<file path="config.mk">
export PLATFORM = sky130hd
export DESIGN_NAME = game_state_ctrl
export DESIGN_NICKNAME = d
export VERILOG_FILES = /design/src/rtl/game_state_ctrl.sv
export SDC_FILE = /design/constraint.sdc
export NUM_CORES = 1
export LEC_CHECK = 0
export BUFFER_PORTS_ARGS = -buffer_cell sky130_fd_sc_hd__clkbuf_2
export CAP_MARGIN = 25
export CORE_MARGIN = 2
export CORE_UTILIZATION = 35
export CTS_CLUSTER_DIAMETER = 100
export DETAILED_ROUTE_END_ITERATION = 6
export SYNTH_ARGS = -nofsm -noshare
export SYNTH_HDL_FRONTEND = slang
export SYNTH_SLANG_ARGS = --single-unit
</file>
<file path="constraint.sdc">
create_clock -name clk -period 8.9 [get_ports clk]
set_input_delay 1.78 -clock clk [delete_from_list [all_inputs] [get_ports clk]]
set_output_delay 1.78 -clock clk [all_outputs]
set_load 0.03 [all_outputs]
</file>
<file path="src/rtl/game_state_ctrl.sv">
// Game-flow controller for the runner game: idle/play/pause/hit/over sequencing,
// score ticking, level progression, multi-life respawn and high-score tracking.
module game_state_ctrl #(
  parameter int unsigned SCORE_W        = 14,
  parameter int unsigned TICK_DIV       = 1000000,
  parameter int unsigned LEVEL_W        = 3,
  parameter int unsigned LEVEL_STEP     = 100,
  parameter int unsigned LIVES          = 3,
  parameter int unsigned RESPAWN_CYCLES = 50000000
) (
  input  logic               clk,
  input  logic               reset,
  input  logic               enter,
  input  logic               pause,
  input  logic               collision,
  output logic [2:0]         state,
  output logic               run_en,
  output logic               clear_field,
  output logic [SCORE_W-1:0] score,
  output logic [SCORE_W-1:0] hi_score,
  output logic [LEVEL_W-1:0] level,
  output logic [3:0]         lives_left
);

  localparam int unsigned TICK_W = $clog2(TICK_DIV);
  localparam int unsigned STEP_W = (LEVEL_STEP > 1) ? $clog2(LEVEL_STEP) : 1;
  localparam int unsigned RSP_W  = (RESPAWN_CYCLES > 1) ? $clog2(RESPAWN_CYCLES) : 1;

  typedef enum logic [2:0] {
    ST_IDLE  = 3'd0,
    ST_PLAY  = 3'd1,
    ST_PAUSE = 3'd2,
    ST_HIT   = 3'd3,
    ST_OVER  = 3'd4
  } state_e;

  state_e             state_q, state_d;
  logic               enter_q, pause_q;
  logic               enter_rise_q, pause_rise_q;
  logic [TICK_W-1:0]  tick_q, tick_d;
  logic [STEP_W-1:0]  step_q, step_d;
  logic [RSP_W-1:0]   rsp_q, rsp_d;
  logic [SCORE_W-1:0] score_q, score_d;
  logic [SCORE_W-1:0] hi_q, hi_d;
  logic [LEVEL_W-1:0] level_q, level_d;
  logic [3:0]         lives_q, lives_d;
  logic               run_en_q;
  logic               clear_q, clear_d;
  logic               new_game;
  logic               score_inc;

  // Button edge detect; history resets high so a held button is not a press.
  always_ff @(posedge clk or posedge reset) begin
    if (reset) begin
      enter_q      <= 1'b1;
      pause_q      <= 1'b1;
      enter_rise_q <= 1'b0;
      pause_rise_q <= 1'b0;
    end else begin
      enter_q      <= enter;
      pause_q      <= pause;
      enter_rise_q <= enter & ~enter_q;
      pause_rise_q <= pause & ~pause_q;
    end
  end

  always_comb begin
    state_d   = state_q;
    tick_d    = tick_q;
    step_d    = step_q;
    rsp_d     = rsp_q;
    score_d   = score_q;
    hi_d      = hi_q;
    level_d   = level_q;
    lives_d   = lives_q;
    clear_d   = 1'b0;
    new_game  = 1'b0;
    score_inc = 1'b0;

    case (state_q)
      ST_IDLE: begin
        if (enter_rise_q) begin
          state_d  = ST_PLAY;
          new_game = 1'b1;
        end
      end

      ST_PLAY: begin
        if (tick_q == TICK_W'(TICK_DIV - 1)) begin
          tick_d    = '0;
          score_inc = (score_q != '1);
        end else begin
          tick_d = tick_q + TICK_W'(1);
        end

        // Score, step and level all freeze once the score saturates.
        if (score_inc) begin
          score_d = score_q + SCORE_W'(1);
          if (step_q == STEP_W'(LEVEL_STEP - 1)) begin
            step_d = '0;
            if (level_q != '1) level_d = level_q + LEVEL_W'(1);
          end else begin
            step_d = step_q + STEP_W'(1);
          end
        end

        // Collision outranks pause; hi-score sees this cycle's increment.
        if (collision) begin
          tick_d = '0;
          rsp_d  = '0;
          if (lives_q > 4'd1) begin
            lives_d = lives_q - 4'd1;
            state_d = ST_HIT;
          end else begin
            lives_d = 4'd0;
            state_d = ST_OVER;
            if (score_d > hi_q) hi_d = score_d;
          end
        end else if (pause_rise_q) begin
          state_d = ST_PAUSE;
        end
      end

      ST_PAUSE: begin
        if (pause_rise_q || enter_rise_q) state_d = ST_PLAY;
      end

      ST_HIT: begin
        if (rsp_q == RSP_W'(RESPAWN_CYCLES - 1)) begin
          state_d = ST_PLAY;
          clear_d = 1'b1;
        end else begin
          rsp_d = rsp_q + RSP_W'(1);
        end
      end

      ST_OVER: begin
        if (enter_rise_q) begin
          state_d  = ST_PLAY;
          new_game = 1'b1;
        end
      end

      default: state_d = ST_IDLE;
    endcase

    if (new_game) begin
      score_d = '0;
      level_d = '0;
      lives_d = 4'(LIVES);
      tick_d  = '0;
      step_d  = '0;
      clear_d = 1'b1;
    end
  end

  always_ff @(posedge clk or posedge reset) begin
    if (reset) begin
      state_q  <= ST_IDLE;
      tick_q   <= '0;
      step_q   <= '0;
      rsp_q    <= '0;
      score_q  <= '0;
      hi_q     <= '0;
      level_q  <= '0;
      lives_q  <= 4'd0;
      run_en_q <= 1'b0;
      clear_q  <= 1'b0;
    end else begin
      state_q  <= state_d;
      tick_q   <= tick_d;
      step_q   <= step_d;
      rsp_q    <= rsp_d;
      score_q  <= score_d;
      hi_q     <= hi_d;
      level_q  <= level_d;
      lives_q  <= lives_d;
      run_en_q <= (state_d == ST_PLAY);
      clear_q  <= clear_d;
    end
  end

  assign state       = state_q;
  assign run_en      = run_en_q;
  assign clear_field = clear_q;
  assign score       = score_q;
  assign hi_score    = hi_q;
  assign level       = level_q;
  assign lives_left  = lives_q;

endmodule

</file>
# Word-level counts from Yosys, hierarchy flattened
# Index checks and enable logic that the tools add are counted.
dict set report op_classes {
  reduce_logical 14
  n_addsub 6
  n_mux 38
  bitwise 5
  order_cmp 2
  eq_ne 12
}
# operator n
set op_table {}
lappend op_table {{$mux W20} 4}
lappend op_table {{$mux W14} 4}
lappend op_table {{$mux W26} 2}
lappend op_table {{$pmux W26 S2} 1}
lappend op_table {{$mux W3} 11}
lappend op_table {{$mux W7} 4}
lappend op_table {{$add A26 B1 Y26 const B} 1}
lappend op_table {{$eq A26 B26 Y1 const B} 1}
lappend op_table {{$add A20 B1 Y20 const B} 1}
lappend op_table {{$eq A20 B20 Y1 const B} 1}
lappend op_table {{$mux W4} 4}
lappend op_table {{$add A14 B1 Y14 const B} 1}
lappend op_table {{$gt A14 B14 Y1} 1}
lappend op_table {{$ne A14 B14 Y1 const B} 1}
lappend op_table {{$pmux W3 S4} 1}
lappend op_table {{$reduce_bool A2 Y1} 6}
lappend op_table {{$reduce_and A4 Y1} 2}
lappend op_table {{$add A7 B1 Y7 const B} 1}
lappend op_table {{$eq A7 B7 Y1 const B} 1}
lappend op_table {{$mux W1} 7}
lappend op_table {{$eq A3 B1 Y1 const B} 2}
lappend op_table {{$eq A3 B2 Y1 const B} 2}
lappend op_table {{$gt A4 B1 Y1 const B} 1}
lappend op_table {{$ne A2 B2 Y1 const B} 2}
lappend op_table {{other kinds (11)} 15}
dict set report word_totals {
  elab_cells 91
  inputBits 5
  out_inout_bits 40
  reg_bits 97
}

# Depth between registers and ports, before layout
# Gate-level depths: netlist of the first run.
dict set report depth {
  word_depth 7
  ltp_mapped 15
  ltp_nobuf 13
}

# Worst setup path before layout of the first run
# Ideal clock, no wire load.
dict set report synth_timing {
  kind {register to register}
  from {register tick_q[0]}
  to {register hi_q[4], in the netlist hi_score[4]}
  stages_incl_launch_ff 16
  path_slack_ns 5.257
  period_less_slack_ns 3.643
  required_ns 8.772
  setup_time_ns 0.128
  n_path_buf 2
  t_arrival_ns 3.515
  path_cell_list {dfrtp_1 -> ha_1 -> nand2_1 -> or2_1 -> nor4_4 -> buf_4 -> nand4_1 -> mux2i_1 -> inv_1 -> ha_1 -> nand2_1 -> nor4_1 -> a221o_1 -> nand4_1 -> buf_2 -> mux2_1}
}
dict set report synth_between {
  elab_chain_cells 7
}
# item line_no
set synth_lines {}
lappend synth_lines {{from (decl)} 40} ;# logic [TICK_W-1:0] tick_q, tick_d;
lappend synth_lines {{from (signal assigned)} 171} ;# tick_q <= tick_d;
lappend synth_lines {{$eq A20 B20 Y1 (*)} 89} ;# if (tick_q == TICK_W'(TICK_DIV - 1)) begin
lappend synth_lines {{$mux W1 (*)} 89}
lappend synth_lines {{$mux W1 (*)} 80} ;# case (state_q)
lappend synth_lines {{$mux W14 (*)} 97} ;# if (score_inc) begin
lappend synth_lines {{$mux W14 (*)} 80}
lappend synth_lines {{$gt A14 B14 Y1} 117} ;# if (score_d > hi_q) hi_d = score_d;
lappend synth_lines {{$reduce_and A4 Y1 (no line)} --}
lappend synth_lines {{to (signal assigned)} 175} ;# hi_q <= hi_d;
lappend synth_lines {{to (decl)} 44} ;# logic [SCORE_W-1:0] hi_q, hi_d;
# Mark *: on every way between the ends. The rest lies on a longest branch, timed or not. The select of a mux whose other input is x is not followed.
# A chain may end at the register's enable or synchronous reset.

# Final worst setup path of the first run
dict set report layout_timing {
  from {register score_q[0], in the netlist score[0]}
  to {register hi_q[4], in the netlist hi_score[4]}
}
dict set report layout_between {
  elab_chain_cells 7
  elab_cells_between_ends 8
  cone_classes {add/sub (1); order compare (1); eq/ne (1); mux (4); reduce/logical (1)}
}
# item line_no
set layout_lines {}
lappend layout_lines {{from (decl)} 43} ;# logic [SCORE_W-1:0] score_q, score_d;
lappend layout_lines {{from (signal assigned)} 174} ;# score_q <= score_d;
lappend layout_lines {{branches (longest 3 deep; another with $add A14 B1 Y14)} --}
lappend layout_lines {{$mux W14 (*)} 97}
lappend layout_lines {{$mux W14 (*)} 80}
lappend layout_lines {{$gt A14 B14 Y1} 117}
lappend layout_lines {{$reduce_and A4 Y1 (no line)} --}
# Every way passes the cells marked *. The select of a mux whose other input is x is not followed.

==> metrics.md, run 1 <==
| Metric | Value |
|---|---|
| Clock power share | `32.0%` |
| Hold Crit Class | `reg2reg` |
| First-pass GRT wire length | `20660 um` |
| Synth area leader | `dfrtp_1` |
| Post-CTS Setup Bufs | `0` |
| Die Ht | `128.4 um` |
| CP startpoint kind | `register` |
| Row cnt | `45` |
| Type of the worst setup path | `reg2reg` |
| Largest net degree at the start of global routing | `64` |
| Max-cap violations | `0` |
| Arrival @ worst endpoint | `4.66 ns` |
| Crit end category | `register` |
| Setup violations, final | `0` |
| Cells after synthesis | `576` |
| Switching Share | `35.05%` |
| Max_slew headroom | `32.47%` |
| 1st-iter DRT viols | `317` |
| Via count | `4358` |
| Number of synthesized register bits | `97` |
| Vias in the first global route | `4319` |
| Critical path's slowest cell | `nand4_1` |
| H-tree Lvls | `3` |
| Final Hold Viols | `0` |
| Avg Cell Area, Syn | `9.406 um2` |
| Fill cell count | `1456` |
| Most used DFF post-synth | `dfrtp_1` |
| Gp weighted congestion | `0.8092` |
| CTS tree | `built` |
| Fmax | `225.7 MHz` |
| Post-Route WL | `12220 um` |
| Layout cells sized above 1 | `15.30%` |
| Synth cell types | `61` |
| Root buffer cell | `clkbuf_16` |
| Area Overhead vs Synth | `14.04%` |
| Setup TNS | `0 ns` |
| Net switching power | `0.4381 mW` |
| Least-Margin Pin Slew | `1.012 ns` |
| Static Leak | `2.863 nW` |
| Residual DRC | `0` |
| Pre-Repair DR Iteration Count | `4` |
| Pwr Density | `202.3 nW/um2` |
| Horiz. Die Dim | `128.4 um` |
| Initial Util | `35.77%` |
| Max stage delay on crit path | `0.63 ns` |
| Crit path cell chain | `ha_1, and3_1, nand3_1, and2_1, mux2_1, ha_1, a21oi_1, o21ai_0, a221o_1, nand4_1, mux2_1` |
| Max VDD drop | `0.0001068 V` |
| Worst Path Required | `9.13 ns` |
| Internal power | `0.8118 mW` |
| Diode count | `0` |
| Outcome | `complete, no violations` |
| Total clock buffers created by CTS | `9` |
| CTS clk-pin slew, worst paths | `0.07 ns` |
| CTS Sinks | `97` |
| Register share of total power | `42.0%` |
| IO buf count | `44` |
| Post-synth EDFFs | `0` |
| Die ar. | `16490 um2` |
| Top-level I/O count | `45` |
| Period utilization | `49.79%` |
| Combinational share of power | `26.1%` |
| Max Fanout on Critical Path | `17` |
| Total Nets Final | `643` |
| Syn_nets | `603` |
| Hold buffers post-CTS | `0` |
| Clock Tree Buf Depth | `2` |
| Share of the synthesized area in the top cell type | `43.88%` |
| Async SR Flop Fraction | `100.0%` |
| Seq/Total Area, Yosys | `44.85%` |
| DP Wirelength | `8618 um` |
| Synth Warn # | `0` |
| Final min period | `4.431 ns` |
| Placement Setup Slack | `4.495 ns` |
| Total track usage | `15.37%` |
| Synthesized area | `5418 um2` |
| Worst skew pair latency | `0.35 ns` |
| Antenna viol nets, final | `0` |
| Top cells by area, synth | `dfrtp_1, ha_1, xnor2_1` |
| Cts repair resizes | `0` |
| Post-layout worst setup margin | `4.469 ns` |
| Finished Core Util | `40.79%` |
| Core area | `15150 um2` |
| Post-DR vias/cell | `5.387` |
| Global route overflow | `0` |
| WL/cell | `15.11 um` |
| RSZ-0062 raised after global routing | `false` |
| Initial antenna violation count | `0` |
| Layout Skew | `0.007131 ns` |
| Slew Viols, Final | `0` |
==> kinds of logic (layout without fill, tap and decap cells) <==
| family | Yosys count | after routing | share of synthesized area [%] |
|---|---|---|---|
| compound gates | 83 | 83 | 10.42 |
| xor+xnor | 47 | 47 | 7.598 |
| fa+ha+maj | 22 | 22 | 5.081 |
| buf+inv | 57 | 102 | 4.434 |
| flops | 97 | 97 | 44.85 |
| mux | 20 | 20 | 4.018 |
| simple gates | 250 | 250 | 23.60 |
==> worst max-delay path, delay by kind of cell (launching register included) <==
kind / cells / cell delay [ns]
fa+ha+maj: 2 / 0.59
mux: 2 / 0.92
flops: 1 / 0.49
simple gates: 4 / 1.87
compound gates: 3 / 0.43
==> Yosys cell counts, types with 6 or more instances <==
| cell | count |
|---|---|
| a21oi_1 | 24 |
| dfrtp_1 | 95 |
| a31oi_1 | 6 |
| nor3_1 | 19 |
| buf_2 | 9 |
| nand2_1 | 52 |
| and3_1 | 18 |
| nand4_1 | 17 |
| nand3_1 | 34 |
| inv_1 | 33 |
| clkbuf_1 | 11 |
| xnor2_1 | 31 |
| or3_1 | 6 |
| mux2i_1 | 6 |
| nor2_1 | 64 |
| mux2_2 | 12 |
| ha_1 | 22 |
| o31ai_1 | 6 |
| o21ai_0 | 24 |
| xor2_1 | 16 |
| nor2b_1 | 6 |
==> sequential cells by signal, summed over array words and instances, names as in the netlist <==
| signal | flops |
|---|---|
| hi_score | 14 |
| pause_rise_q | 1 |
| run_en | 1 |
| level | 3 |
| step_q | 7 |
| score | 14 |
| enter_rise_q | 1 |
| state | 3 |
| clear_field | 1 |
| tick_q | 20 |
| enter_q | 1 |
| rsp_q | 26 |
| lives_left | 4 |
| pause_q | 1 |
==> cell type report <==
class | count | area [um2] | area share [%]
Timing Repair Buffer | 53 | 331.6 | 5.367
Inverter | 33 | 126.4 | 2.045
Sequential cell | 97 | 2430 | 39.33
Clock inverter | 4 | 51.30 | 0.8303
Clock buffer | 12 | 256.5 | 4.151
Tap cell | 188 | 235.2 | 3.807
Multi-Input combinational cell | 422 | 2748 | 44.47
==> worst paths after layout <==
kind	from	end	slack, ns	cells after the start
min	hi_score[4]$_DFFE_PP0P_	hi_score[4]$_DFFE_PP0P_	0.53	1
max reg2reg	score[0]$_DFFE_PP0P_	hi_score[4]$_DFFE_PP0P_	4.47	11
max	score[0]$_DFFE_PP0P_	hi_score[4]$_DFFE_PP0P_	4.47	11
min reg2reg	hi_score[4]$_DFFE_PP0P_	hi_score[4]$_DFFE_PP0P_	0.53	1
max in group asynchronous	reset	lives_left[2]$_DFFE_PP0P_	6.66	4
min in group asynchronous	reset	rsp_q[18]$_DFFE_PP0P_	1.33	2
==> power by group through the flow <==
stage               clock network [mW]  logic (mW)  registers (mW)
finish                           0.400       0.326           0.524
global route                     0.429       0.367           0.530
CTS                              0.410       0.313           0.522
detailed placement                   0       0.311           0.530
global placement                     0       0.301           0.527
floorplan                            0       0.207           0.545
==> metal layers <==
metal	GRT usage, %	vias up	part of all wire, %
li1	-	2114	-
met1	19.57	2119	45
met2	26.13	103	48
met3	3.077	22	4.6
met4	5.365	0	1.6
met5	0	-	0
==> metrics by stage <==
stage	hold slack, ns	total power [mW]	std cells	area (um2)
after CTS	0.5393	1.245	807	6140
after detailed placement	0.5229	0.8405	791	5832
after global routing	0.5552	1.326	809	6178
after floorplan	0.4637	0.7521	576	5418
final	0.5344	1.250	809	6178
after global placement	0.5040	0.8280	789	5797
==> cells in the final DEF, fill, tap and decap left out, drive strengths merged, types with 9 or more instances in the layout <==
master,instances
clkbuf,56
nand2,52
inv,33
ha,22
buf,9
o21ai,24
nor3,20
a21oi,25
mux2,14
and3,18
nand3,36
xnor2,31
nor2,64
nand4,17
dfrtp,95
xor2,16
Note: power is estimated with default switching activity, not from simulation.
==> run 2: changes to the inputs <==
==> constraint.sdc (replaced) <==
create_clock -name clk -period 3.9 [get_ports clk]
set_input_delay 0.78 -clock clk [delete_from_list [all_inputs] [get_ports clk]]
set_output_delay 0.78 -clock clk [all_outputs]
set_load 0.03 [all_outputs]
==> run 2 against run 1 <==
  * Via count is 0.64% lower
  * Combinational power is 120% higher
  * Final area stayed put
  * Final cell count is 0.87% higher
  * Non-clock buffer count is 7 higher
  * Maximum frequency is 23% higher
  * Sequential power is 130% higher
  * Clock skew is 0.0015 ns higher
  * Critical path type unchanged
  * Critical endpoint is now hi_score[11]$_DFFE_PP0P_
==> metrics.md, run 2 (same netlist as run 1, synthesis figures left out) <==
| Metric | Value |
|---|---|
| Outcome | `complete, no violations` |
| Total Nets Final | `650 (+1.1%)` |
| Worst Path Required | `4.14 ns (-4.99 ns)` |
| Via count | `4330 (-0.64%)` |
| Static Leak | `2.866 nW (+0.13%)` |
| H-tree Lvls | `3 (unchanged)` |
| Crit end category | `register` |
| Largest net degree at the start of global routing | `65 (+1.6%)` |
| Hold buffers post-CTS | `0 (unchanged)` |
| Gp weighted congestion | `0.7995 (-1.2%)` |
| Initial Util | `35.77% (unchanged)` |
| Worst skew pair latency | `0.35 ns (about the same)` |
| Cts repair resizes | `0 (unchanged)` |
| CTS tree | `built` |
| Post-Route WL | `12180 um (-0.35%)` |
| CP startpoint kind | `register` |
| WL/cell | `14.92 um (-1.2%)` |
| Area Overhead vs Synth | `14.04% (unchanged)` |
| CTS clk-pin slew, worst paths | `0.07 ns (about the same)` |
| Total clock buffers created by CTS | `9 (unchanged)` |
| Post-CTS Setup Bufs | `0 (unchanged)` |
| Vias in the first global route | `4205 (-2.6%)` |
| Max-cap violations | `0 (unchanged)` |
| IO buf count | `44 (unchanged)` |
| Root buffer cell | `clkbuf_16` |
| Max VDD drop | `0.0003044 V (+190%)` |
| Die Ht | `128.4 um (unchanged)` |
| Initial antenna violation count | `0 (unchanged)` |
| CTS Sinks | `97 (unchanged)` |
| Max reg flops | `26 (unchanged)` |
| Slew Viols, Final | `0 (unchanged)` |
| Diode count | `0 (unchanged)` |
| Hold Crit Class | `reg2reg` |
| Period utilization | `92.11% (+42 points)` |
| Residual DRC | `0 (unchanged)` |
| Max_slew headroom | `33.57% (+1.1 points)` |
| Final Hold Viols | `0 (unchanged)` |
| Commonest cells after routing, fill and taps aside | `dfrtp_1, nor2_1, nand2_1` |
| Horiz. Die Dim | `128.4 um (unchanged)` |
| Post-DR vias/cell | `5.306 (-1.5%)` |
| Layout cells sized above 1 | `16.56% (+1.3 points)` |
| 1st-iter DRT viols | `226 (-29%)` |
| Least-Margin Pin Slew | `0.9954 ns (-0.01660 ns)` |
| Arrival @ worst endpoint | `3.83 ns (-0.83 ns)` |
| Most common cell after layout, fill and taps aside | `dfrtp_1` |
| DP Wirelength | `8812 um (+2.3%)` |
| Biggest regs | `rsp_q (26), tick_q (20)` |
| Layout Skew | `0.008605 ns (+0.001474 ns)` |
| Type of the worst setup path | `reg2reg` |
| Largest register by flop count | `rsp_q` |
| Setup violations, final | `0 (unchanged)` |
| Global route overflow | `0 (unchanged)` |
| Final min period | `3.592 ns (-0.8392 ns)` |
| Pwr Density | `445.6 nW/um2 (+120%)` |
| Total track usage | `15.37% (about the same)` |
| Clock Tree Buf Depth | `2 (unchanged)` |
| Max Fanout on Critical Path | `14 (-3)` |
| Finished Core Util | `40.79% (unchanged)` |
| Fmax | `278.4 MHz (+23%)` |
| Setup TNS | `0 ns (unchanged)` |
| Fill cell count | `1455 (-0.069%)` |
| First-pass GRT wire length | `20250 um (-2.0%)` |
| Die ar. | `16490 um2 (unchanged)` |
| Row cnt | `45 (unchanged)` |
| Antenna viol nets, final | `0 (unchanged)` |
| Pre-Repair DR Iteration Count | `4 (unchanged)` |
| Top-level I/O count | `45 (unchanged)` |
| RSZ-0062 raised after global routing | `false` |
| Core area | `15150 um2 (unchanged)` |
==> run 2: changes by cell type in the layout (fill, tap and decap cells not counted), sizes merged <==
| cell | change |
|---|---|
| clkinv | -1 |
| bufinv | -1 |
| clkinvlp | +2 |
| buf | +7 |
==> run 2: final timing paths <==
check,slack [ns],from,depth (start not counted),to
hold / removal,0.52,hi_score[4]$_DFFE_PP0P_,1,hi_score[4]$_DFFE_PP0P_
min in group asynchronous,0.58,reset,2,rsp_q[21]$_DFFE_PP0P_
max in group asynchronous,2.55,reset,3,rsp_q[14]$_DFFE_PP0P_
setup / recovery,0.31,tick_q[7]$_DFFE_PP0P_,13,hi_score[11]$_DFFE_PP0P_
hold reg to reg,0.52,hi_score[4]$_DFFE_PP0P_,1,hi_score[4]$_DFFE_PP0P_
setup reg to reg,0.31,tick_q[7]$_DFFE_PP0P_,13,hi_score[11]$_DFFE_PP0P_
==> run 2: worst max-delay path, cell delays in order (launching register included) <==
cell and delay, ns:
dfrtp_1 0.43, nor4_1 0.30, nand2_1 0.14, nor4_4 0.35, buf_6 0.21, and2_1 0.17, mux2_1 0.37, ha_1 0.31
a21oi_1 0.12, o21ai_0 0.10, a221o_1 0.30, nand4_1 0.09, buf_4 0.21, mux2_2 0.36
==> run 2: routing by layer <==
metal  global-route usage (%)  up-vias  routed length [um]
li1                         -     2117                   -
met1                    19.34     2113                5591
met2                    25.81       84                5888
met3                    3.534       16                 470
met4                    5.818        0                 229
met5                        0        -                   0
==> run 2: stage by stage <==
| step | setup WS (ns) | instance area (um2) | hold slack, ns | std cells | power (mW) |
|---|---|---|---|---|---|
| 2_1_floorplan | 0.2572 | 5418 | 0.4637 | 576 | 1.716 |
| 3_3_place_gp | 0.2747 | 5872 | 0.5042 | 799 | 1.900 |
| 3_5_place_dp | 0.1570 | 5879 | 0.5070 | 800 | 1.935 |
| 4_1_cts | 0.1430 | 6163 | 0.5096 | 816 | 2.792 |
| 5_1_grt | 0.02860 | 6178 | 0.5078 | 816 | 2.919 |
| 6_report | 0.3078 | 6178 | 0.5194 | 816 | 2.753 |
==> run 2: report_power, final <==
| part | leakage (nW) | total (mW) | switching (mW) | internal (mW) |
|---|---|---|---|---|
| Sequential | 1.32 | 1.19 | 0.106 | 1.08 |
| Clock | 0.131 | 0.845 | 0.379 | 0.466 |
| Combinational | 1.42 | 0.719 | 0.503 | 0.216 |
==> run 2: layout make-up <==
class / instances / area [um2] / share of cell area, %
Timing Repair Buffer: 60 / 344.1 / 5.569
Clock buffer: 12 / 256.5 / 4.151
Tap cell: 188 / 235.2 / 3.807
Sequential cell: 97 / 2430 / 39.33
Clock inverter: 4 / 27.53 / 0.4455
Inverter: 33 / 126.4 / 2.045
Multi-Input combinational cell: 422 / 2759 / 44.65
==> run 3: changes to the inputs <==
--- a/config.mk
+++ b/config.mk
@@ -5,12 +5,12 @@
 export SDC_FILE = /design/constraint.sdc
 export NUM_CORES = 1
 export LEC_CHECK = 0
-export BUFFER_PORTS_ARGS = -buffer_cell sky130_fd_sc_hd__clkbuf_2
 export CAP_MARGIN = 25
 export CORE_MARGIN = 2
 export CORE_UTILIZATION = 35
 export CTS_CLUSTER_DIAMETER = 100
 export DETAILED_ROUTE_END_ITERATION = 6
+export DONT_BUFFER_PORTS = 1
 export SYNTH_ARGS = -nofsm -noshare
 export SYNTH_HDL_FRONTEND = slang
 export SYNTH_SLANG_ARGS = --single-unit
==> run 3 against run 2 <==
  * Highest routed layer unchanged
  * Flip-flop and latch count unchanged
  * Hold slack worse by 0.18 ns
  * Worst setup slack worse by 0.070 ns
==> metrics.md, run 3 (same netlist as run 1, synthesis figures left out) <==
| Metric | Value |
|---|---|
| Largest net degree at the start of global routing | `79 (+22%)` |
| Crit path cell chain | `nor4_1, nand2_1, nor4_4, buf_4, and3_1, mux2_2, ha_1, a21oi_1, o21ai_0, a221o_1, nand4_1, buf_4, mux2_2` |
| Static Leak | `2.770 nW (-3.4%)` |
| Area Overhead vs Synth | `12.66%` |
| Finished Core Util | `40.30% (-0.50 points)` |
| Placement Setup Slack | `0.1281 ns (-0.02889 ns)` |
| IO buf count | `0 (-100%)` |
| WL/cell | `15.66 um (+5.0%)` |
| Max stage delay on crit path | `0.43 ns (about the same)` |
| Residual DRC | `0 (unchanged)` |
| Worst Path Required | `4.12 ns (-0.02 ns)` |
| Buf+Inv Stages, Crit Path | `2 (unchanged)` |
| CTS Sinks | `97 (unchanged)` |
| Critical path's slowest cell | `dfrtp_1` |
| Arrival @ worst endpoint | `3.89 ns (+0.06 ns)` |
| Hold Crit Class | `in2async` |
| Pwr Total | `2.822 mW (+2.5%)` |
| Max Fanout on Critical Path | `14 (unchanged)` |
| Commonest cells after routing, fill and taps aside | `dfrtp_1, nor2_1, nand2_1` |
| Post-layout worst setup margin | `0.2375 ns (-0.07027 ns)` |
| Final min period | `3.662 ns (+0.07027 ns)` |
| Clock Tree Buf Depth | `2 (unchanged)` |
| Die ar. | `16490 um2 (unchanged)` |
| RSZ-0062 raised after global routing | `false` |
| Fin cells | `787 (-3.6%)` |
| Total Nets Final | `621 (-4.5%)` |
| Horiz. Die Dim | `128.4 um (unchanged)` |
| Root buffer cell | `clkbuf_16` |
| Worst hold slack | `0.3420 ns (-0.1774 ns)` |
| 1st-iter DRT viols | `315 (+39%)` |
| Core area | `15150 um2 (unchanged)` |
| Top-level I/O count | `45 (unchanged)` |
| Layout Skew | `0.008246 ns (-0.0003588 ns)` |
| Max reg flops | `26 (unchanged)` |
| Period utilization | `93.91% (+1.8 points)` |
| Setup TNS | `0 ns (unchanged)` |
| Antenna viol nets, final | `0 (unchanged)` |
| Post-Route WL | `12330 um (+1.2%)` |
| Pre-Repair DR Iteration Count | `5 (+1)` |
| Total track usage | `15.43% (+0.057 points)` |
| CP startpoint kind | `register` |
| Final Hold Viols | `0 (unchanged)` |
| CTS tree | `built` |
| CTS clk-pin slew, worst paths | `0.06 ns (about the same)` |
| Least-Margin Pin Slew | `0.9479 ns (-0.04747 ns)` |
| Post-DR vias/cell | `5.405 (+1.9%)` |
| Global route overflow | `0 (unchanged)` |
| Delay-heaviest family, CP | `simple AND/OR/NAND/NOR gates` |
| Placed cell area | `5742 um2 (-2.3%)` |
| Row cnt | `45 (unchanged)` |
| Setup violations, final | `0 (unchanged)` |
| Die Ht | `128.4 um (unchanged)` |
| Slew Viols, Final | `0 (unchanged)` |
| Hold buffers post-CTS | `0 (unchanged)` |
| Max-cap violations | `0 (unchanged)` |
| Max_slew headroom | `36.74% (+3.2 points)` |
| Max VDD drop | `0.0002282 V (-25%)` |
| Type of the worst setup path | `reg2reg` |
| Layout cells sized above 1 | `12.19% (-4.4 points)` |
| First-pass GRT wire length | `20640 um (+1.9%)` |
| Via count | `4254 (-1.8%)` |
| Diode count | `0 (unchanged)` |
| Vias in the first global route | `4228 (+0.55%)` |
| Initial Util | `35.77% (unchanged)` |
| Total clock buffers created by CTS | `9 (unchanged)` |
| H-tree Lvls | `3 (unchanged)` |
| Largest register by flop count | `rsp_q` |
| Outcome | `complete, no violations` |
| Biggest regs | `rsp_q (26), tick_q (20)` |
| Post-Place Cells | `767 (-4.1%)` |
| Initial antenna violation count | `0 (unchanged)` |
| Fmax | `273.0 MHz (-1.9%)` |
| Pwr Density | `462.3 nW/um2 (+3.8%)` |
| Final instance area | `6103 um2 (-1.2%)` |
| Gp weighted congestion | `0.8741 (+9.3%)` |
| DP Wirelength | `8672 um (-1.6%)` |
| Crit end category | `register` |
| Worst skew pair latency | `0.34 ns (about the same)` |
| Most common cell after layout, fill and taps aside | `dfrtp_1` |
run 3: cell types whose count changed in the layout (fill, tap and decap cells not counted):
| cell | change |
|---|---|
| clkbuf_8 | -2 |
| clkbuf_2 | -44 |
| buf_6 | -1 |
| clkbuf_1 | +1 |
| bufinv_16 | +2 |
| buf_4 | +15 |
| nand3_1 | +1 |
| nand3_2 | -1 |
| buf_12 | +1 |
| clkinvlp_4 | -1 |
run 3: timing repair:
item | in CTS | in global routing
gates resized for setup | 0 | 1
setup endpoints to repair | 0 | 14
endpoints found under the hold margin | 0 | 0
buffers inserted | 0 | 3
run 3: worst paths after layout:
check	start	end	slack, ns	depth (start not counted)
worst max-delay path	tick_q[7]$_DFFE_PP0P_	hi_score[11]$_DFFE_PP0P_	0.24	13
worst min-delay path	reset	rsp_q[20]$_DFFE_PP0P_	0.34	1
worst max register to register	tick_q[7]$_DFFE_PP0P_	hi_score[11]$_DFFE_PP0P_	0.24	13
worst min register to register	enter_q$_DFF_PP1_	enter_rise_q$_DFF_PP0_	0.49	1
max in group asynchronous	reset	hi_score[5]$_DFFE_PP0P_	2.66	3
min in group clk	pause	pause_q$_DFF_PP1_	0.43	0
run 3: routing by layer:
metal | vias to the layer above | part of all wire (%) | GRT usage [%]
li1 | 2067 | - | -
met1 | 2046 | 45 | 19.16
met3 | 17 | 5.3 | 3.659
met4 | 0 | 1.4 | 4.719
met5 | - | 0 | 0
met2 | 124 | 49 | 26.69
run 3: power by group:
group / internal, mW / switching, mW / leakage, nW
clock: 0.561 / 0.369 / 0.146
combinational: 0.196 / 0.418 / 1.31
sequential: 1.08 / 0.196 / 1.32
total: 1.84 / 0.984 / 2.77
run 3: area by class of cell:
| type | count | area, um2 |
|---|---|---|
| Clock inverter | 5 | 80.08 |
| Fill cell | 1455 | 9042 |
| Inverter | 33 | 126.4 |
| Multi-Input combinational cell | 422 | 2754 |
| Sequential cell | 97 | 2430 |
| Clock buffer | 11 | 232.7 |
| Tap cell | 188 | 235.2 |
| Timing Repair Buffer | 31 | 245.2 |
